$ cat config.mk
export PLATFORM = sky130hd
export DESIGN_NAME = fsm_lockstep_ctrl
export DESIGN_NICKNAME = d
export VERILOG_FILES = /design/src/rtl/fsm_lockstep_ctrl.sv
export SDC_FILE = /design/constraint.sdc
export NUM_CORES = 1
export LEC_CHECK = 0
export BUFFER_PORTS_ARGS = -buffer_cell sky130_fd_sc_hd__buf_2
export CAP_MARGIN = 30
export CELL_PAD_IN_SITES_DETAIL_PLACEMENT = 0
export CELL_PAD_IN_SITES_GLOBAL_PLACEMENT = 2
export CORE_MARGIN = 5
export CORE_UTILIZATION = 31
export DETAILED_ROUTE_END_ITERATION = 10
export GPL_TIMING_DRIVEN = 0
export MAX_ROUTING_LAYER = met4
export PLACE_DENSITY_LB_ADDON = 0.1
export SYNTH_ARGS = -nofsm -noshare
export SYNTH_HDL_FRONTEND = slang
export SYNTH_SLANG_ARGS = --single-unit
$ cat constraint.sdc
create_clock -name clk -period 2.7 [get_ports clk]
set_input_delay 0 -clock clk [delete_from_list [all_inputs] [get_ports clk]]
set_output_delay 0 -clock clk [all_outputs]
set_load 0.02 [all_outputs]
$ cat src/rtl/fsm_lockstep_ctrl.sv
// Lockstep sequencer/checker for the 5-state FSM (2->6->7->5->4): drives reset and 'a' to three
// implementations, tracks a golden model and latches the first divergence.
module fsm_lockstep_ctrl #(
  parameter int STEPS = 16,
  parameter int PAT_W = 16
) (
  input  logic             clk,
  input  logic             reset,
  input  logic             start,
  input  logic [PAT_W-1:0] pattern,
  input  logic [2:0]       s_beh,
  input  logic [2:0]       s_gate,
  input  logic [2:0]       s_mem,
  output logic             dut_res,
  output logic             dut_a,
  output logic [2:0]       gold,
  output logic [4:0]       step_cnt,
  output logic             busy,
  output logic             done,
  output logic             fail,
  output logic [4:0]       fail_step,
  output logic [2:0]       fail_mask,
  output logic             illegal
);

  localparam logic [1:0] ST_IDLE = 2'd0;
  localparam logic [1:0] ST_RUN  = 2'd1;
  localparam logic [1:0] ST_DONE = 2'd2;
  localparam logic [1:0] ST_FAIL = 2'd3;

  localparam logic [2:0] G_RST = 3'd2;
  localparam logic [4:0] LAST_STEP = 5'(STEPS);

  logic [1:0]       r_state;
  logic [1:0]       w_nxt_state;
  logic [PAT_W-1:0] r_pat_sh;
  logic [2:0]       r_gold;
  logic [4:0]       r_step;
  logic             r_dut_res;
  logic [4:0]       r_fail_step;
  logic [2:0]       r_fail_mask;
  logic             r_illegal;
  logic [2:0]       w_mask;
  logic             w_dut_a;
  logic             w_any_illegal;

  function automatic logic [2:0] f_gold_next(input logic [2:0] cur, input logic a);
    case (cur)
      3'd2:    f_gold_next = 3'd6;
      3'd6:    f_gold_next = a ? 3'd7 : 3'd5;
      3'd7:    f_gold_next = 3'd5;
      3'd5:    f_gold_next = 3'd4;
      3'd4:    f_gold_next = a ? 3'd6 : 3'd2;
      default: f_gold_next = G_RST;
    endcase
  endfunction

  // Encodings 0, 1 and 3 are never part of the legal cycle.
  function automatic logic f_is_illegal(input logic [2:0] s);
    f_is_illegal = (s == 3'd0) || (s == 3'd1) || (s == 3'd3);
  endfunction

  assign w_mask        = {s_mem != r_gold, s_gate != r_gold, s_beh != r_gold};
  assign w_dut_a       = (r_state == ST_RUN) && r_pat_sh[0];
  assign w_any_illegal = f_is_illegal(s_beh) || f_is_illegal(s_gate) || f_is_illegal(s_mem);

  always_comb begin
    w_nxt_state = r_state;
    if (r_state == ST_RUN) begin
      if (|w_mask)                  w_nxt_state = ST_FAIL;
      else if (r_step == LAST_STEP) w_nxt_state = ST_DONE;
    end else if (start) begin
      w_nxt_state = ST_RUN;
    end
  end

  always_ff @(posedge clk or negedge reset) begin
    if (!reset) begin
      r_state     <= ST_IDLE;
      r_pat_sh    <= '0;
      r_gold      <= G_RST;
      r_step      <= '0;
      r_dut_res   <= 1'b0;
      r_fail_step <= '0;
      r_fail_mask <= '0;
      r_illegal   <= 1'b0;
    end else begin
      r_state <= w_nxt_state;
      // DUT reset releases on the same edge that enters RUN, so step 0 sees them at 2.
      r_dut_res <= (w_nxt_state == ST_RUN);
      if (r_state == ST_RUN) begin
        if (|w_mask) begin
          r_fail_step <= r_step;
          r_fail_mask <= w_mask;
          r_illegal   <= w_any_illegal;
        end else if (r_step != LAST_STEP) begin
          r_gold   <= f_gold_next(r_gold, w_dut_a);
          r_pat_sh <= r_pat_sh >> 1;
          r_step   <= r_step + 5'd1;
        end
      end else if (start) begin
        r_pat_sh    <= pattern;
        r_step      <= '0;
        r_gold      <= G_RST;
        r_fail_step <= '0;
        r_fail_mask <= '0;
        r_illegal   <= 1'b0;
      end
    end
  end

  assign dut_res   = r_dut_res;
  assign dut_a     = w_dut_a;
  assign gold      = r_gold;
  assign step_cnt  = r_step;
  assign busy      = (r_state == ST_RUN);
  assign done      = (r_state == ST_DONE);
  assign fail      = (r_state == ST_FAIL);
  assign fail_step = r_fail_step;
  assign fail_mask = r_fail_mask;
  assign illegal   = r_illegal;

endmodule

# --- Yosys cells after proc, flatten, opt, wreduce, memory -nomap -nowiden ---
# Index checks and enable logic that the tools add are counted.
# W data, S select, Z words.
word_totals:
  register_bits: 36
  output_inout_bits: 22
  inputBits: 28
op_classes:
  n_mux: 27
  reduce_logical: 16
  n_eq_ne: 23
  add_sub_neg: 1
ops:
  columns: ["operator", "count"]
  rows:
  - ["$mux W16", 4]
  - ["$mux W5", 6]
  - ["$mux W3", 8]
  - ["$pmux W3 S5", 1]
  - ["$eq A3 B2 Y1 const B", 4]
  - ["$eq A3 B3 Y1 const B", 4]
  - ["$mux W2", 5]
  - ["$eq A3 B1 Y1 const B", 3]
  - ["$logic_not A3 Y1", 3]
  - ["$ne A3 B3 Y1", 3]
  - ["$logic_or A1 B1 Y1", 8]
  - ["$add A5 B1 Y5 const B", 1]
  - ["$eq A5 B5 Y1 const B", 1]
  - ["$ne A5 B5 Y1 const B", 1]
  - ["$eq A2 B1 Y1 const B", 2]
  - ["$eq A2 B2 Y1 const B", 2]
  - ["$ne A2 B1 Y1 const B", 2]
  - ["$mux W1", 3]
  - ["$reduce_and A3 Y1", 1]
  - ["$reduce_or A3 Y1", 1]
  - ["$ne A2 B2 Y1 const B", 1]
  - ["$reduce_and A2 Y1", 1]
  - ["$reduce_bool A2 Y1", 1]
  - ["$logic_and A1 B1 Y1", 1]

# --- Logic depth before layout (Yosys ltp) ---
# Gate-level depths: netlist of run 1.
depth:
  ltp_word: 7
  depth_mapped: 8
  ltp_nobuf: 6

# --- Worst setup path after synthesis of run 1 ---
# No wires, ideal clock.
synth_path:
  kind: "reg2reg"
  from: "register r_gold[1], in the netlist gold[1]"
  to: "register r_step[1], in the netlist step_cnt[1]"
  arrival_ns: 2.076
  synth_period_minus_slack_ns: 2.213
  required_time_ns: 2.563
  setup_ns: 0.137
  stages_incl_launch_ff: 8
  n_path_buf: 3
  setup_slack_ns: 0.487
  path_cell_list: "dfstp_2 -> buf_6 -> xor2_1 -> or4_4 -> buf_6 -> o41ai_4 -> buf_6 -> o22ai_1"
synth_between:
  elab_chain_len: 4
  elab_cells_between_ends: 6
  classes_between: "eq/ne (4); reduce/logical (2)"
synth_lines:
  columns: ["item", "line_no", "text"]
  rows:
  - ["from (decl)", "37", "logic [2:0] r_gold;"]
  - ["from (signal assigned)", "97", "r_gold <= f_gold_next(r_gold, w_dut_a);"]
  - ["$ne A3 B3 Y1", "63", "assign w_mask = {s_mem != r_gold, s_gate != r_gold, s_beh != r_gold};"]
  - ["$reduce_or A3 Y1 *", "92", "if (|w_mask) begin"]
  - ["$ne A2 B2 Y1 (no source line) *", null, null]
  - ["$reduce_and A3 Y1 (no source line) *", null, null]
  - ["to (signal assigned)", "99", "r_step <= r_step + 5'd1;"]
  - ["to (decl)", "38", "logic [4:0] r_step;"]
# Every way passes the cells marked *; elsewhere a longest branch is shown, timed or not.
# A chain may end at the register's enable or synchronous reset.

# --- Worst setup path in the final report of run 1 ---
# Same ends and word-level chain as after synthesis.

==> results of run 1 <==
==> cells in the mapped netlist (all sizes together) (2+ instances only) <==
library cell	n	area, um^2
o211ai	3	22.5
ha	2	25.0
and3	2	12.5
o2bb2ai	2	17.5
o41ai	2	36.3
nor2	33	124
o21ai	9	45.0
xnor2	3	26.3
nand2b	3	18.8
inv	6	22.5
a22o	5	43.8
or4	3	26.3
a21oi	3	15.0
nand3	12	60.1
o311ai	2	17.5
xor2	6	52.6
dfrtp	35	876
o22ai	16	100
and2	2	12.5
buf	4	38.8
nand2	10	37.5
clkbuf	6	22.5
nor3	3	15.0
==> registers in the layout (all words and copies together), names as in the netlist <==
register,cells
r_pat_sh,16
fail_step,5
step_cnt,5
fail_mask,3
gold,3
r_state,2
dut_res,1
illegal,1
==> cell families after synthesis <==
| kind of cell | after synthesis |
|---|---|
| AO/OA/AOI/OAI | 46 |
| XOR/XNOR | 9 |
| adder cells (fa/ha/maj) | 2 |
| buffers and inverters | 17 |
| flip-flops | 36 |
| AND/OR/NAND/NOR | 72 |
==> through the flow <==
step           util, %  worst slack, ps  cells
6_report          41.1              342    319
5_1_grt           41.1              204    319
4_1_cts           41.1              329    319
3_5_place_dp      38.0              349    303
3_3_place_gp      38.0              358    303
2_1_floorplan        -              487    182
==> worst min-delay path, delay by kind of cell <==
family	cells	cell delay, ps
compound gates	1	70
buf+inv	1	70
simple gates	1	100
==> cell type report <==
cell class,instances,area (um^2)
Buffer,10,61.3
Clock buffer,8,90.1
Fill cell,571,3240
Inverter,7,26.3
Multi-Input combinational cell,129,767
Sequential cell,36,902
Tap cell,72,90.1
Timing Repair Buffer,57,325
==> power by group through the flow <==
stage	combinational, mW	sequential (mW)	clock, mW
after global placement	0.555	0.796	0
after floorplan	0.342	0.823	0
after global routing	0.626	0.815	0.431
after CTS	0.572	0.796	0.409
after detailed placement	0.560	0.804	0
final	0.561	0.795	0.394
==> final timing paths <==
kind                       cells after the start  slack [ps]                     start                  endpoint
max in group asynchronous                      2        1860                     reset   r_pat_sh[2]$_DFFE_PN0P_
min                                            3           4               pattern[14]  r_pat_sh[14]$_DFFE_PN0P_
max reg2reg                                    7         340       gold[1]$_DFFE_PN1P_   step_cnt[1]$_DFFE_PN0P_
max                                            7         340       gold[1]$_DFFE_PN1P_   step_cnt[1]$_DFFE_PN0P_
min reg2reg                                    2         480  fail_mask[1]$_DFFE_PN0P_  fail_mask[1]$_DFFE_PN0P_
min in group asynchronous                      2         340                     reset   step_cnt[3]$_DFFE_PN0P_
==> layer usage <==
metal  GRT usage (%)  vias up
met5               -        -
met4            4.75        0
met3            3.20        7
met2            22.1       33
met1            16.6      737
li1                -      782
==> placed cells by master (no fill, tap or decap), types with 3 or more instances in the layout <==
cell type      count
buf_2             50
dfrtp_1           35
nor2_1            33
o22ai_1           16
nand3_1           12
nand2_1           10
clkbuf_1           8
o21ai_0            8
dlygate4sd3_1      8
inv_1              6
xor2_1             6
clkbuf_8           6
a22o_1             5
nand2b_1           3
buf_6              3
xnor2_1            3
nor3_1             3
o211ai_1           3
a21oi_1            3
==> what timing repair did <==
action,CTS,global route
endpoints found under the setup margin,0,0
hold endpoints to repair,42,0
hold buffers,8,0
setup buffers,0,0
==> run summary, run 1 <==
Worst hold-check path type = in -> reg
Register area share after synthesis = 51.4%
Fmax = 0.424 GHz
Crit end category = register
Clock Latency Late Sink = 280 ps
Critical path startpoint category = register
Post-synthesis async set-or-reset flop share = 100%
Largest net degree at the start of global routing = 37
Vias per inst = 4.89
Power, Total = 1.75 mW
Final hold vios = 0
Routed wire length = 4.60 mm
Placed Area = 0.00209 mm^2
Synthesized instance count = 182
Antenna fix cells = 0
Pins over their slew limit = 0
Area share of and/or/nand/nor cells after synthesis = 18.9%
Relative slew slack = 47.0%
Critical path type = reg -> reg
Sequence of cells on the critical path = buf_6 > xor2_1 > or4_4 > buf_6 > o41ai_4 > buf_6 > o22ai_1
Synth cell types = 37
Post-Synth Adder-Cell Area = 1.42%
Crit path max fanout = 10
Io pins = 50
CP bufs+invs = 3
EDFF count, synth = 0
DR vias = 1559
Critical Path RT = 2850 ps
Crit path time final = 2360 ps
Die span in x = 85.3 um
Cell area after layout = 0.00226 mm^2
Post-Syn Area per Cell = 9.65 um^2
Die Area = 0.00727 mm^2
RSZ-0062 raised after global routing = no
Crit-path leading delay family = compound AO/OA/AOI/OAI gates
Met2 wire length = 2.28 mm
Routed length on met1 = 2.06 mm
Clock root buffer = clkbuf_8
Clk_skew = 2.94 ps
Setup violators final = 0
Worst-path clk slew = 70 ps
Combinational share of power = 32.0%
Synth Warn # = 0
CTS tree = built
Most frequent CP cell = buf_6
Final hold slack = 4.43 ps
GRT Util Overall = 13.7%
Post-Syn Area = 0.00176 mm^2
CP max stage delay = 540 ps
Initial antenna violation count = 0
Fin Setup TNS = 0 ps
Core area = 0.00551 mm^2
Max VDD drop = 0.313 mV
# rows = 27
Largest family of logic cells by synthesized area = simple AND/OR/NAND/NOR gates
DR pass1 iterations = 4
CTS Buf Count = 5
Global route total overflow = 0
Top_reg_cell synth = dfrtp_1
# resized after CTS = 0
CTS Sinks = 36
DRC violations left = 0
Seq pwr share = 45.4%
Die H = 85.3 um
H-tree levels = 2
Yosys reg bits = 36
Crit path arrival time = 2510 ps
RePlAce Congestion = 0.808
Vias in the first global route = 1612
Post-route ant nets = 0
NetSw = 0.635 mW
Top Metal Used = met4
Mux contribution to synthesized area = 0%
Hpwl dp = 3.48 mm
Pwr Density = 774 mW/mm^2
Max_cap viols = 0
WL met3 = 200 um
Clock share of power = 22.5%
1st-iter DRT viols = 59
Lkg Pwr = 1.06 nW
Internal power = 1.12 mW
Final Cycle Share = 87.3%
Worst slew pin tran = 795 ps
Clock Path Buffers = 2
Wirelength per Cell = 14.4 um
Fraction of the mapped netlist area in compound gates = 18.9%
Status = finished clean
Nets = 276
Share of layout cells above drive strength 1 = 25.1%
Area delta synth->final = 28.8%
Synthesized net count = 212
Global-route wire length before repair = 7.72 mm
IO buf count = 49
Sw Share = 36.3%
Initial core utilization = 31.9%
Post-Synth XOR/XNOR Area = 4.49%
Slowest-stage cell, CP = dfstp_2
Power figures use the tool's default switching activity.
==> inputs of run 2 (changes only) <==
SETUP_SLACK_MARGIN = 0.5   (was not set)
==> run 2 against run 1 <==
Non-clock buffer count grew 10. Design area grew 5.3%. Total power grew 2.3%. Worst hold slack gained 1.1 ps. Flip-flop and latch count is the same. Clock power is essentially flat. Wire length grew 2.6%. Core utilization grew 2.2 points. Register-to-register slack gained 260 ps. Clock-buffer cell count is the same. Clock skew is essentially flat. First-iteration DRC count grew 8.5%. Critical path type unchanged. Largest cell class unchanged.
==> run summary, run 2 (same netlist as run 1, synthesis figures left out) <==
NetSw = 0.650 mW (+2.5%)
GRT Util Overall = 14.2% (+0.53 points)
Worst-path clk slew = 70 ps (about the same)
1st-iter DRT viols = 64 (+8.5%)
Internal power = 1.14 mW (+2.2%)
Status = finished clean
RSZ-0062 raised after global routing = yes
Initial antenna violation count = 0 (unchanged)
Fin Setup TNS = 0 ps (unchanged)
IO buf count = 49 (unchanged)
Nets = 286 (+3.6%)
Fmax = 0.477 GHz (+13%)
Wirelength per Cell = 14.3 um (-0.49%)
Sequential cell area = 902 um^2 (unchanged)
Relative slew slack = 45.9% (-1.1 points)
Final hold slack = 5.51 ps (+1.08 ps)
Crit path max fanout = 5 (-5)
Critical path startpoint category = register
CTS Buf Count = 5 (unchanged)
Share of layout cells above drive strength 1 = 30.4% (+5.2 points)
RePlAce Congestion = 0.811 (+0.35%)
Antenna fix cells = 0 (unchanged)
Crit end category = register
Sw Share = 36.3% (+0.062 points)
Vias in the first global route = 1708 (+6.0%)
Area delta synth->final = 35.5%
Pwr Density = 752 mW/mm^2 (-2.8%)
Final hold vios = 0 (unchanged)
Worst slew pin tran = 812 ps (+16.9 ps)
Most frequent cells in the layout = buf_2, dfrtp_1, nor2_1
Global route total overflow = 0 (unchanged)
Largest net degree at the start of global routing = 37 (unchanged)
Seq pwr share = 44.3% (-1.1 points)
Crit path time final = 2100 ps (-262 ps)
Biggest register = r_pat_sh
CTS Sinks = 36 (unchanged)
H-tree levels = 2 (unchanged)
Flip-flop count of the largest register after layout = 16 (unchanged)
Clock share of power = 21.9% (-0.6 points)
Max VDD drop = 0.384 mV (+23%)
Io pins = 50 (unchanged)
Post-route ant nets = 0 (unchanged)
Critical path type = reg -> reg
Max_cap viols = 0 (unchanged)
Routed wire length = 4.72 mm (+2.6%)
Core area = 0.00551 mm^2 (unchanged)
DRC violations left = 0 (unchanged)
Area of the multi-input gates = 788 um^2 (+2.8%)
Die H = 85.3 um (unchanged)
Crit path arrival time = 2310 ps (-200 ps)
Worst hold-check path type = in -> reg
Setup violators final = 0 (unchanged)
Clock Path Buffers = 2 (unchanged)
Combinational share of power = 33.8% (+1.8 points)
Clock root buffer = clkbuf_8
Lkg Pwr = 1.12 nW (+5.5%)
Clock Latency Late Sink = 280 ps (about the same)
Critical Path RT = 2920 ps (+70 ps)
Die Area = 0.00727 mm^2 (unchanged)
DR vias = 1610 (+3.3%)
Clk_skew = 3.18 ps (+0.237 ps)
Global-route wire length before repair = 7.99 mm (+3.5%)
Final-layout fill cell count = 558 (-2.3%)
DR pass1 iterations = 4 (unchanged)
Hpwl dp = 3.49 mm (+0.33%)
Vias per inst = 4.89 (+0.13%)
Die span in x = 85.3 um (unchanged)
Initial core utilization = 31.9% (unchanged)
Commonest non-fill, non-tap cell in the layout = buf_2
Pins over their slew limit = 0 (unchanged)
# rows = 27 (unchanged)
CTS tree = built
Final Cycle Share = 77.6% (-9.7 points)
## run 2: cell types whose count changed in the layout (fill, tap and decap cells not counted), moves of 2 or more
cell,previous run,this run
clkbuf_2,0,2
buf_4,0,7
o311ai_1,0,2
dlygate4sd3_1,8,11
o311ai_0,2,0
clkbuf_1,8,4
## run 2: path summary, 6_finish.rpt
check / start / to / slack (ps) / cells past startpoint
max: gold[1]$_DFFE_PN1P_ / r_pat_sh[13]$_DFFE_PN0P_ / 600 / 8
min: pattern[6] / r_pat_sh[6]$_DFFE_PN0P_ / 6 / 3
max reg2reg: gold[1]$_DFFE_PN1P_ / r_pat_sh[13]$_DFFE_PN0P_ / 600 / 8
min reg2reg: fail_mask[1]$_DFFE_PN0P_ / fail_mask[1]$_DFFE_PN0P_ / 480 / 2
max in group asynchronous: reset / r_pat_sh[0]$_DFFE_PN0P_ / 1840 / 2
min in group asynchronous: reset / step_cnt[3]$_DFFE_PN0P_ / 350 / 2
## run 2: critical path, stage by stage (launching register included)
cell     delay (ps)
dfstp_2         540
buf_6           120
xor2_2           80
or4_4           480
buf_6           140
o41ai_4         330
buf_4           220
nor2_1           40
nor2_1           90
## run 2: routing by layer
metal	vias to the layer above	wire (um)	track usage (%)
met5	-	0	-
met4	0	58	5.61
met3	5	213	3.20
met2	32	2360	23.5
met1	776	2090	16.6
li1	797	-	-
## run 2: layout make-up
class	count	area share, %
timing repair buffer	67	17.1
buffer	10	3.05
sequential	36	37.9
tap	72	3.78
clock buffer	8	3.78
inverter	7	1.26
multi-input combinational	129	33.1
## run 2: repair_timing
item,in CTS,in global routing
gates resized for setup,4,16
endpoints found under the hold margin,45,0
hold buffers,11,0
pin swaps,4,2
cloned,1,0
setup endpoints to repair,16,31
buffers inserted,5,1
## run 2: power groups by stage
stage | clock network [mW] | logic [mW] | registers, mW
after global routing | 0.430 | 0.674 | 0.816
after floorplan | 0 | 0.342 | 0.823
final | 0.392 | 0.605 | 0.793
after CTS | 0.411 | 0.602 | 0.793
after detailed placement | 0 | 0.563 | 0.805
after global placement | 0 | 0.555 | 0.796
## run 2: per-stage QoR
stage	power [mW]	instances	setup slack (ps)	instance area [um^2]	util [%]
floorplan	1.16	182	487	1760	-
global placement	1.35	303	358	2090	38.0
detailed placement	1.37	303	331	2090	38.0
CTS	1.81	328	509	2350	42.7
global route	1.92	329	485	2380	43.2
finish	1.79	329	605	2380	43.2
